File: src/rtl/controle_sessao_perfil.sv
// Session controller: latches a profile on login, grants/denies operations against its mask,
// and ends the session on logout or after TIMEOUT idle cycles. All outputs registered.
module controle_sessao_perfil #(
    parameter int TIMEOUT = 16,
    parameter int CNT_W   = 5
) (
    input  logic       clk,
    input  logic       reset,
    input  logic [1:0] perfil_in,
    input  logic       login,
    input  logic       logout,
    input  logic       op_req,
    input  logic [1:0] op_sel,
    output logic       sessao_ativa,
    output logic [1:0] perfil_ativo,
    output logic [3:0] permissoes,
    output logic       op_ok,
    output logic       op_neg,
    output logic       expirou
);

    localparam logic [1:0] ST_IDLE     = 2'd0;
    localparam logic [1:0] ST_ATIVO    = 2'd1;
    localparam logic [1:0] ST_EXPIRADO = 2'd2;

    localparam logic [CNT_W-1:0] CNT_MAX = CNT_W'(TIMEOUT - 1);
    localparam logic [CNT_W-1:0] CNT_ONE = CNT_W'(1);

    logic [1:0]       state_q, state_d;
    logic [CNT_W-1:0] cnt_q, cnt_d;
    logic             sessao_q, sessao_d;
    logic [1:0]       perfil_q, perfil_d;
    logic [3:0]       perm_q, perm_d;
    logic             op_ok_q, op_ok_d;
    logic             op_neg_q, op_neg_d;
    logic             exp_q, exp_d;

    function automatic logic [3:0] decode_perfil(input logic [1:0] p);
        logic [3:0] m;
        case (p)
            2'b11:   m = 4'b1111;
            2'b10:   m = 4'b0111;
            2'b01:   m = 4'b0011;
            default: m = 4'b0001;
        endcase
        return m;
    endfunction

    always_comb begin
        state_d  = state_q;
        cnt_d    = cnt_q;
        sessao_d = sessao_q;
        perfil_d = perfil_q;
        perm_d   = perm_q;
        op_ok_d  = 1'b0;
        op_neg_d = 1'b0;
        exp_d    = 1'b0;

        case (state_q)
            ST_IDLE: begin
                // The mask is still empty here, so any request is refused.
                op_neg_d = op_req;
                if (login) begin
                    state_d  = ST_ATIVO;
                    perfil_d = perfil_in;
                    perm_d   = decode_perfil(perfil_in);
                    cnt_d    = '0;
                    sessao_d = 1'b1;
                end
            end
            ST_ATIVO: begin
                if (logout) begin
                    state_d  = ST_IDLE;
                    perfil_d = 2'b00;
                    perm_d   = 4'b0000;
                    sessao_d = 1'b0;
                    cnt_d    = '0;
                    op_neg_d = op_req;
                end else if (op_req) begin
                    cnt_d    = '0;
                    op_ok_d  = perm_q[op_sel];
                    op_neg_d = ~perm_q[op_sel];
                end else if (cnt_q == CNT_MAX) begin
                    state_d  = ST_EXPIRADO;
                    perfil_d = 2'b00;
                    perm_d   = 4'b0000;
                    sessao_d = 1'b0;
                    cnt_d    = '0;
                    exp_d    = 1'b1;
                end else begin
                    cnt_d = cnt_q + CNT_ONE;
                end
            end
            ST_EXPIRADO: begin
                state_d  = ST_IDLE;
                op_neg_d = op_req;
            end
            default: begin
                state_d  = ST_IDLE;
                cnt_d    = '0;
                sessao_d = 1'b0;
                perfil_d = 2'b00;
                perm_d   = 4'b0000;
            end
        endcase
    end

    always_ff @(posedge clk or posedge reset) begin
        if (reset) begin
            state_q  <= ST_IDLE;
            cnt_q    <= '0;
            sessao_q <= 1'b0;
            perfil_q <= 2'b00;
            perm_q   <= 4'b0000;
            op_ok_q  <= 1'b0;
            op_neg_q <= 1'b0;
            exp_q    <= 1'b0;
        end else begin
            state_q  <= state_d;
            cnt_q    <= cnt_d;
            sessao_q <= sessao_d;
            perfil_q <= perfil_d;
            perm_q   <= perm_d;
            op_ok_q  <= op_ok_d;
            op_neg_q <= op_neg_d;
            exp_q    <= exp_d;
        end
    end

    assign sessao_ativa = sessao_q;
    assign perfil_ativo = perfil_q;
    assign permissoes   = perm_q;
    assign op_ok        = op_ok_q;
    assign op_neg       = op_neg_q;
    assign expirou      = exp_q;

endmodule

File: config.mk
export PLATFORM = sky130hd
export DESIGN_NAME = controle_sessao_perfil
export DESIGN_NICKNAME = d
export VERILOG_FILES = /design/src/rtl/controle_sessao_perfil.sv
export SDC_FILE = /design/constraint.sdc
export NUM_CORES = 1
export LEC_CHECK = 0
export ABC_CLOCK_PERIOD_IN_PS = 4230
export BUFFER_PORTS_ARGS = -buffer_cell sky130_fd_sc_hd__buf_2
export CAP_MARGIN = 5
export CORE_MARGIN = 4
export CORE_UTILIZATION = 55
export DETAILED_ROUTE_END_ITERATION = 16
export GPL_TIMING_DRIVEN = 0
export PLACE_DENSITY = 0.81
export SYNTH_ARGS = -nofsm -noshare
export SYNTH_HDL_FRONTEND = slang
export SYNTH_SLANG_ARGS = --single-unit
File: constraint.sdc
create_clock -name clk -period 4.23 [get_ports clk]
set_input_delay 0.423 -clock clk [delete_from_list [all_inputs] [get_ports clk]]
set_output_delay 0.423 -clock clk [all_outputs]
set_load 0.05 [all_outputs]
==> results of run 1 <==
## area by class of cell
type	count	area (µm²)	area share
inverters	5	18.8	0.0198
clock buffers	3	22.5	0.0237
multi-input cells	43	379	0.400
repair buffers	18	90.1	0.0950
flip-flops and latches	16	400	0.422
plain buffers	2	18.8	0.0198
well taps	15	18.8	0.0198
## through the flow
step	area, µm²	utilization
after global placement	926	0.686
after CTS	948	0.703
final	948	0.703
after global routing	948	0.703
after detailed placement	926	0.686
after floorplan	817	-
## cell usage in the layout, fill, tap and decap left out
master and n:
ha_1 1, nor4b_4 1, a21oi_1 1, nand2_1 2, o21a_1 1, o21a_4 1, mux4_2 1, a221o_1 1
nor2b_1 2, mux2i_1 2, or4b_1 1, a21o_2 1, buf_2 18, and3_1 2, inv_1 5, buf_6 1
nor3b_2 1, o2bb2ai_1 5, nand4b_4 1, o21ai_0 3, and4bb_2 1, nor2_1 2, a22oi_1 2, and2b_2 2
clkbuf_4 3, buf_4 1, a22o_1 1, nand2b_2 1, nand3_1 3, a31oi_1 1, xor2_1 1, dfrtp_1 16
o2111ai_1 1, o211ai_1 1
## worst paths after layout
kind | start | to | slack, ps | cells after the start
min reg2reg | cnt_q[4]$_DFFE_PP0P_ | cnt_q[4]$_DFFE_PP0P_ | 520 | 1
max | permissoes[0]$_DFFE_PP0P_ | permissoes[0] | 2740 | 2
min in group clk | perfil_in[0] | permissoes[3]$_DFFE_PP0P_ | 390 | 2
min | reset | permissoes[0]$_DFFE_PP0P_ | 180 | 2
max in group asynchronous | reset | state_q[0]$_DFFE_PP0P_ | 3670 | 2
max reg2reg | cnt_q[0]$_DFFE_PP0P_ | permissoes[3]$_DFFE_PP0P_ | 2750 | 4
## worst max-delay path, stage by stage (launching register included)
cell and delay [ps]:
dfrtp_1 410, buf_4 120, buf_2 240
## where the power goes
part	total (W)	internal, W	switching [W]
logic	0.000120	0.0000377	0.0000819
registers	0.000179	0.000167	0.0000119
clock network	0.0000799	0.0000332	0.0000468
total	0.000378	0.000238	0.000141
## flip-flops by register name, indices dropped and copies added (netlist names)
signal / cells
perfil_ativo: 2
expirou: 1
op_neg: 1
permissoes: 4
cnt_q: 5
op_ok: 1
state_q: 2
## cells by family (layout without fill, tap and decap cells)
kind of cell               after synthesis  in the layout
AOI/OAI and AO/OA                       19             19
and+or+nand+nor                         19             19
DFF                                     16             16
buffers and inverters                    7             28
muxes                                    3              3
adders and majority gates                1              1
xor gates and xnor gates                 1              1
## layer usage
layer / part of all wire / vias up / global-route usage / wire [µm]
met1: 0.42 / 318 / 0.210 / 687
met5: 0 / - / 0 / 0
li1: - / 294 / - / -
met2: 0.47 / 24 / 0.305 / 764
met4: 0.025 / 0 / 0.131 / 40
met3: 0.082 / 6 / 0.0391 / 133
==> metrics.cfg, run 1 <==
[outcome]
status = finished clean

[global_route]
track_usage = 0.185
grt.overflow.total = 0
grt_pass1_vias = 637
grt_pass1_wl_um = 2690
antenna_found_initial = 0
grt_max_degree = 17

[layout]
syn_to_final_growth_pct = 16.1
final_cells = 102
drive_above_1_share = 0.379
antennaDiodeCount = 0
nets = 99
n_fill_cell = 110

[worst_setup_path]
cp.arrival_ps = 1060
critPathKind = reg2out
crit_required_ps = 3810
crit_fanout = 5
start_kind = flop
crit_path_end_kind = primary output

[die]
num_rows = 13
die-area_um2 = 2170
die_h_um = 46.5
die_w_um = 46.5
core-area_um2 = 1350
initial_core_util = 0.605
io_pins = 19

[hold_path]
hold_path.class = in2async

[timing]
max_slew.worst_pin.slew_ps = 587
fin_tns_setup_ps = 0
rsz0062_at_grt = false
hold_violations = 0
fmax_mhz = 672
max_slew_margin = 0.608
layout_worst_path_cycle_share = 0.352
layout_min_cycle_time_ps = 1490
maxSlewViolCount = 0
setup_viol = 0
finalClockSkew_ps = 3.16
fin_ws_ps = 2740
holdWs_ps = 181

[drt]
wl_per_cell_um = 15.9
vias = 642
vias_per_cell = 6.29
route.detailed.drc = 0
ant_nets = 0
drtIter0Drc = 21
routed_wl_um = 1630
dr.pass1.iters = 4

[synthesis]
synth_area_leader_cell = dfrtp_1
synthAdderAreaFrac = 0.0153
netlist.area_leader.share = 0.490
synth_area_leaders = dfrtp_1, o2bb2ai_1, nand4b_4
synth.most_common_cell = dfrtp_1
synth_top_family_by_area = simple AND/OR/NAND/NOR gates
yosysUniqueCellTypes = 32
synth-edff-count = 0
synth_compound_area_frac = 0.185
synth_common_cells = dfrtp_1, inv_1, o2bb2ai_1
ys_warn_count = 0
synth_mux_area_frac = 0.0521
synthArstFlopShare = 1.00
synthXorXnorAreaFrac = 0.0107
syn_area_um2 = 817
ys_seq_area_frac = 0.490
syn_nets = 76
synth-seq-cells = 16
syn_area_per_cell_um2 = 12.4
synthCells = 66
yosys.area_share.simple = 0.201
ys.flop_type = dfrtp_1

[clock_tree]
h-tree-depth = 1
ctsResizeCount = 0
clock_latency_ps = 290
path_clk_slew_ps = 90
cts_sinks = 16
ctsLongestPathBuffers = 2
hold_buffers = 0
root_buffer = clkbuf_4
post-cts-setup-buffers = 0
cts_tree = yes
numCtsBuffers = 3

[place]
post-dp-hpwl_um = 1180
place_inst = 99
gp_congestion = 0.787
pre_cts_slack_ps = 2750
numPortBuffers = 18

[power_and_ir_drop]
leakagePower_nw = 0.501
power_density_nw_per_um2 = 399
ir_worst_vdd_mv = 0.249
fin_total_pwr_w = 0.000378

[job]
max-cap-violations = 0

Note: power is estimated with default switching activity, not from simulation.
==> inputs of run 2 (changes only) <==
Settings changed: ABC_CLOCK_PERIOD_IN_PS 4230 to 1390, CORE_UTILIZATION 55 to 51, PLACE_DENSITY 0.81 to 0.76.
Clock period 4.23 ns to 1.39 ns, I/O delays scaled along.
==> run 2 against run 1 <==
Design area grew 7.1%. Die area rose by 6.5%. Sequential power grew to 3.1 times the previous value. Sequential share of layout area is 2.3 points lower. Non-clock buffer count rose by 4. Largest power group unchanged.
==> metrics.cfg, run 2 (synthesis gave the netlist of run 1 again) <==
[clock_tree]
path_clk_slew_ps = 100  ; about the same
h-tree-depth = 1  ; unchanged
cts_sinks = 16  ; unchanged
root_buffer = clkbuf_4
cts_tree = yes
ctsLongestPathBuffers = 2  ; unchanged
clock_latency_ps = 300  ; about the same
numCtsBuffers = 3  ; unchanged

[global_route]
grt_pass1_vias = 572  ; -10%
grt_max_degree = 17  ; unchanged
grt_pass1_wl_um = 2630  ; -2.3%
antenna_found_initial = 0  ; unchanged
grt.overflow.total = 0  ; unchanged
track_usage = 0.166  ; -0.0196

[timing]
rsz0062_at_grt = true
layout_worst_path_cycle_share = 0.990
max_slew_margin = 0.605  ; -0.00333
hold_violations = 0  ; unchanged
fin_ws_ps = 14.3  ; -2730 ps
fmax_mhz = 727
maxSlewViolCount = 0  ; unchanged
max_slew.worst_pin.slew_ps = 592  ; +4.98 ps
finalClockSkew_ps = 7.14  ; +3.98 ps
holdWs_ps = 123  ; -57.5 ps
layout_min_cycle_time_ps = 1380
setup_viol = 0  ; unchanged

[drt]
routed_wl_um = 1590  ; -1.9%
ant_nets = 0  ; unchanged
dr.pass1.iters = 4  ; unchanged
vias_per_cell = 5.69  ; -9.7%
wl_per_cell_um = 14.8  ; -7.4%
vias = 614  ; -4.4%
route.detailed.drc = 0  ; unchanged
drtIter0Drc = 13  ; -38%

[place]
place_inst = 100  ; +1.0%
gp_congestion = 0.801  ; +1.8%
place_area_um2 = 931  ; +0.54%
post-dp-hpwl_um = 1130  ; -4.7%
pre_cts_slack_ps = -75.2  ; -2820 ps
numPortBuffers = 18  ; unchanged

[worst_setup_path]
cp.arrival_ps = 1550  ; +490 ps
crit_path_end_kind = flop
critPathKind = reg2reg
crit_required_ps = 1570  ; -2240 ps
crit_fanout = 6  ; +1
start_kind = flop

[layout]
largest_register_ffs = 5  ; unchanged
final_common_cell = buf_2
final_cells = 108  ; +5.9%
antennaDiodeCount = 0  ; unchanged
design_area_um2 = 1020  ; +7.1%
syn_to_final_growth_pct = 24.3
drive_above_1_share = 0.467  ; +0.0881
mostFrequentLayoutCells = buf_2, dfrtp_1, inv_1, o2bb2ai_1
nets = 103  ; +4.0%
regMostFlops = cnt_q

[power_and_ir_drop]
ir_worst_vdd_mv = 0.959  ; +290%
fin_total_pwr_w = 0.00123  ; +230%
power_density_nw_per_um2 = 1210  ; +200%
leakagePower_nw = 0.522  ; +4.1%

[hold_path]
hold_path.class = in2reg

[die]
die_h_um = 48.0  ; +3.2%
io_pins = 19  ; unchanged
die_w_um = 48.0  ; +3.2%
num_rows = 14  ; +1
core-area_um2 = 1510  ; +12%
die-area_um2 = 2310  ; +6.5%
initial_core_util = 0.542  ; -0.0628

[job]
max-cap-violations = 0  ; unchanged

[outcome]
status = finished clean

-- run 2: cell types whose count changed in the layout (fill, tap and decap cells not counted) --
cell and change:
ha_4 +1, nor2b_2 +1, dfrtp_2 +4, clkbuf_8 +1
dlygate4sd3_1 +1, ha_1 -1, nor2b_1 -1, dfrtp_1 -4
buf_4 +3
-- run 2: area by class of cell --
class	count	area, µm²
Fill cell	114	490
Sequential cell	16	405
Multi-Input combinational cell	43	394
Timing Repair Buffer	22	123
Clock buffer	4	36.3
Tap cell	16	20.0
Buffer	2	18.8
Inverter	5	18.8
-- run 2: path summary, 6_finish.rpt --
| path | endpoint | cells past startpoint | slack [ps] | startpoint |
|---|---|---|---|---|
| worst max-delay path | permissoes[3]$_DFFE_PP0P_ | 4 | 10 | cnt_q[1]$_DFFE_PP0P_ |
| max in group asynchronous | permissoes[3]$_DFFE_PP0P_ | 3 | 520 | reset |
| worst max register to register | permissoes[3]$_DFFE_PP0P_ | 4 | 10 | cnt_q[1]$_DFFE_PP0P_ |
| min in group asynchronous | cnt_q[0]$_DFFE_PP0P_ | 3 | 440 | reset |
| worst min-delay path | permissoes[3]$_DFFE_PP0P_ | 2 | 120 | perfil_in[0] |
| worst min register to register | cnt_q[4]$_DFFE_PP0P_ | 1 | 510 | cnt_q[4]$_DFFE_PP0P_ |
-- run 2: where the power goes --
part / switching [W] / leakage [nW] / internal, W
clock: 0.000151 / 0.0210 / 0.000160
sequential: 0.0000356 / 0.205 / 0.000510
combinational: 0.000251 / 0.295 / 0.000122
total: 0.000438 / 0.522 / 0.000792
-- run 2: per-stage QoR --
| step | setup TNS (ps) | utilization |
|---|---|---|
| 6_report | 0 | 0.674 |
| 5_1_grt | -14.1 | 0.674 |
| 4_1_cts | 0 | 0.662 |
| 3_5_place_dp | -75.2 | 0.618 |
| 3_3_place_gp | -81.4 | 0.618 |
| 2_1_floorplan | 0 | - |
-- run 2: routing by layer --
metal | vias to the layer above | part of all wire | track usage
met4 | 0 | 0.024 | 0.0806
met5 | - | 0 | 0
li1 | 296 | - | -
met3 | 5 | 0.060 | 0.0338
met1 | 292 | 0.47 | 0.221
met2 | 21 | 0.44 | 0.256
-- run 2: critical path, stage by stage (launching register included) --
cell	delay, ps
dfrtp_1	420
ha_4	180
nand4b_4	120
o21a_4	240
a221o_1	300
-- run 2: what timing repair did --
action	CTS	global route
resized for setup	2	2
pin swaps	0	2
endpoints found under the hold margin	16	0
gates cloned	0	0
hold buffers	1	0
setup buffers	1	2
endpoints found under the setup margin	1	6
==> inputs of run 3 (changes only) <==
Settings changed: GPL_TIMING_DRIVEN 0 to not set.
==> run 3 against run 2 <==
Clock power decreased by 20%. First-iteration DRC count unchanged. Sequential share of layout area increased by 0.68 points. Hold slack got worse by 3.0 ps. Via count increased by 2.4%. Sequential power increased by 0.7%. Highest routed layer unchanged. Register-to-register slack improved by 50 ps. Combinational power decreased by 2%. Die area unchanged. Clock-buffer cell count unchanged.
==> metrics.cfg, run 3 (synthesis gave the netlist of run 1 again) <==
[layout]
drive_above_1_share = 0.441  ; -0.0265
regArea_um2 = 404  ; -0.31%
syn_to_final_growth_pct = 21.9
nets = 104  ; +0.97%
utilization = 0.661  ; -0.0133
multiInputGateArea_um2 = 382  ; -3.2%
final_common_cell = buf_2
mostFrequentLayoutCells = buf_2, dfrtp_1, buf_4
antennaDiodeCount = 0  ; unchanged
regMostFlops = cnt_q
final_cells = 109  ; +0.93%
largest_register_ffs = 5  ; unchanged
n_fill_cell = 118  ; +3.5%

[job]
max-cap-violations = 0  ; unchanged

[timing]
max_slew_margin = 0.605  ; +0.000819
finalClockSkew_ps = 1.14  ; -6.00 ps
setup_viol = 0  ; unchanged
layout_min_cycle_time_ps = 1320  ; -51.2 ps
rsz0062_at_grt = false
fin_ws_ps = 65.5  ; +51.2 ps
fin_tns_setup_ps = 0  ; unchanged
maxSlewViolCount = 0  ; unchanged
layout_worst_path_cycle_share = 0.953  ; -0.0368
hold_violations = 0  ; unchanged
fmax_mhz = 755  ; +3.9%
max_slew.worst_pin.slew_ps = 591  ; -1.23 ps

[drt]
ant_nets = 0  ; unchanged
vias_per_cell = 5.77  ; +1.5%
vias = 629  ; +2.4%
routed_wl_um = 1670  ; +4.5%
dr.pass1.iters = 4  ; unchanged
route.detailed.drc = 0  ; unchanged
wl_per_cell_um = 15.3  ; +3.5%
drtIter0Drc = 13  ; unchanged

[place]
gp_congestion = 0.790  ; -1.4%
pre_cts_slack_ps = 60.9  ; +136 ps
place_inst = 104  ; +4.0%
numPortBuffers = 18  ; unchanged
post-dp-hpwl_um = 1290  ; +14%

[worst_setup_path]
cp_slowest_cell = dfrtp_1
critical-path-max-stage-delay_ps = 380  ; -40 ps
cp_cell_sequence = ha_2, nand4b_4, o21a_4, a221o_1
crit_family = compound AO/OA/AOI/OAI gates
cp.arrival_ps = 1500  ; -50 ps
critPathKind = reg2reg
crit_fanout = 6  ; unchanged
rrSetupSlack_ps = 70  ; +50 ps
start_kind = flop
worst-path-buf-inv = 0  ; unchanged
crit_required_ps = 1560  ; about the same
crit_path_end_kind = flop

[die]
num_rows = 14  ; unchanged
core-area_um2 = 1510  ; unchanged
die-area_um2 = 2310  ; unchanged
die_w_um = 48.0  ; unchanged
io_pins = 19  ; unchanged
die_h_um = 48.0  ; unchanged
initial_core_util = 0.542  ; unchanged

[outcome]
status = finished clean

[clock_tree]
root_buffer = clkbuf_4
post-cts-setup-buffers = 0  ; -1
cts_sinks = 16  ; unchanged
clock_latency_ps = 280  ; -20 ps
ctsLongestPathBuffers = 2  ; unchanged
cts_tree = yes
h-tree-depth = 1  ; unchanged
path_clk_slew_ps = 90  ; about the same
numCtsBuffers = 3  ; unchanged

[global_route]
track_usage = 0.187  ; +0.0216
grt_pass1_wl_um = 2910  ; +11%
grt_pass1_vias = 662  ; +16%
grt_max_degree = 17  ; unchanged
grt.overflow.total = 0  ; unchanged
antenna_found_initial = 0  ; unchanged

[hold_path]
hold_path.class = in2reg

[power_and_ir_drop]
combPwrFrac = 0.314  ; +0.010
power_density_nw_per_um2 = 1170  ; -3.5%
ir_worst_vdd_mv = 0.926  ; -3.4%
p_seq_frac = 0.472  ; +0.028
power.switching_w = 0.000425  ; -3.0%
p_int_w = 0.000739  ; -6.7%
leakagePower_nw = 0.518  ; -0.70%
clkPwrFrac = 0.214  ; -0.039
switching_share = 0.365  ; +0.00890

==> run 3: changes by cell type in the layout (fill, tap and decap cells not counted), sizes merged <==
cell and change:
buf +1
==> run 3: final timing paths <==
check,start,to,cells after the start
setup / recovery,cnt_q[0]$_DFFE_PP0P_,permissoes[3]$_DFFE_PP0P_,4
hold / removal,perfil_in[0],permissoes[3]$_DFFE_PP0P_,2
setup reg to reg,cnt_q[0]$_DFFE_PP0P_,permissoes[3]$_DFFE_PP0P_,4
hold reg to reg,cnt_q[4]$_DFFE_PP0P_,cnt_q[4]$_DFFE_PP0P_,1
max in group asynchronous,reset,permissoes[2]$_DFFE_PP0P_,3
min in group asynchronous,reset,expirou$_DFF_PP0_,3
==> run 3: timing repair <==
action / in CTS / in global routing
resized for setup: 0 / 1
hold buffers: 1 / 0
endpoints found under the setup margin: 0 / 4
hold endpoints to repair: 16 / 0
==> run 3: power groups by stage <==
stage	clock, W	combinational, W	sequential [W]
final	0.000249	0.000365	0.000550
after detailed placement	0	0.000366	0.000560
after global placement	0	0.000364	0.000556
after global routing	0.000285	0.000392	0.000561
after CTS	0.000257	0.000369	0.000551
after floorplan	0	0.000155	0.000673
==> run 3: area by class of cell <==
type                            instances  area share
Tap cell                               16      0.0201
Timing Repair Buffer                   25       0.146
Multi-Input combinational cell         43       0.383
Clock buffer                            4      0.0264
Inverter                                5      0.0188
Sequential cell                        16       0.406
==> run 3: worst register-to-register path: stages (launching register included) <==
cell,delay (ps)
dfrtp_1,380
ha_2,210
nand4b_4,100
o21a_4,240
a221o_1,290
==> run 3: per-stage QoR <==
stage	total power [W]	hold slack [ps]	area [µm²]
6_report	0.00116	120	996
5_1_grt	0.00124	106	996
4_1_cts	0.00118	118	993
3_5_place_dp	0.000926	231	957
3_3_place_gp	0.000920	229	957
2_1_floorplan	0.000828	52.5	821
==> run 3: routing by layer <==
metal | vias to the layer above | GRT usage | part of all wire
li1 | 303 | - | -
met3 | 2 | 0.0677 | 0.058
met2 | 17 | 0.322 | 0.47
met4 | 0 | 0.0484 | 0.0084
met5 | - | 0 | 0
met1 | 307 | 0.220 | 0.46
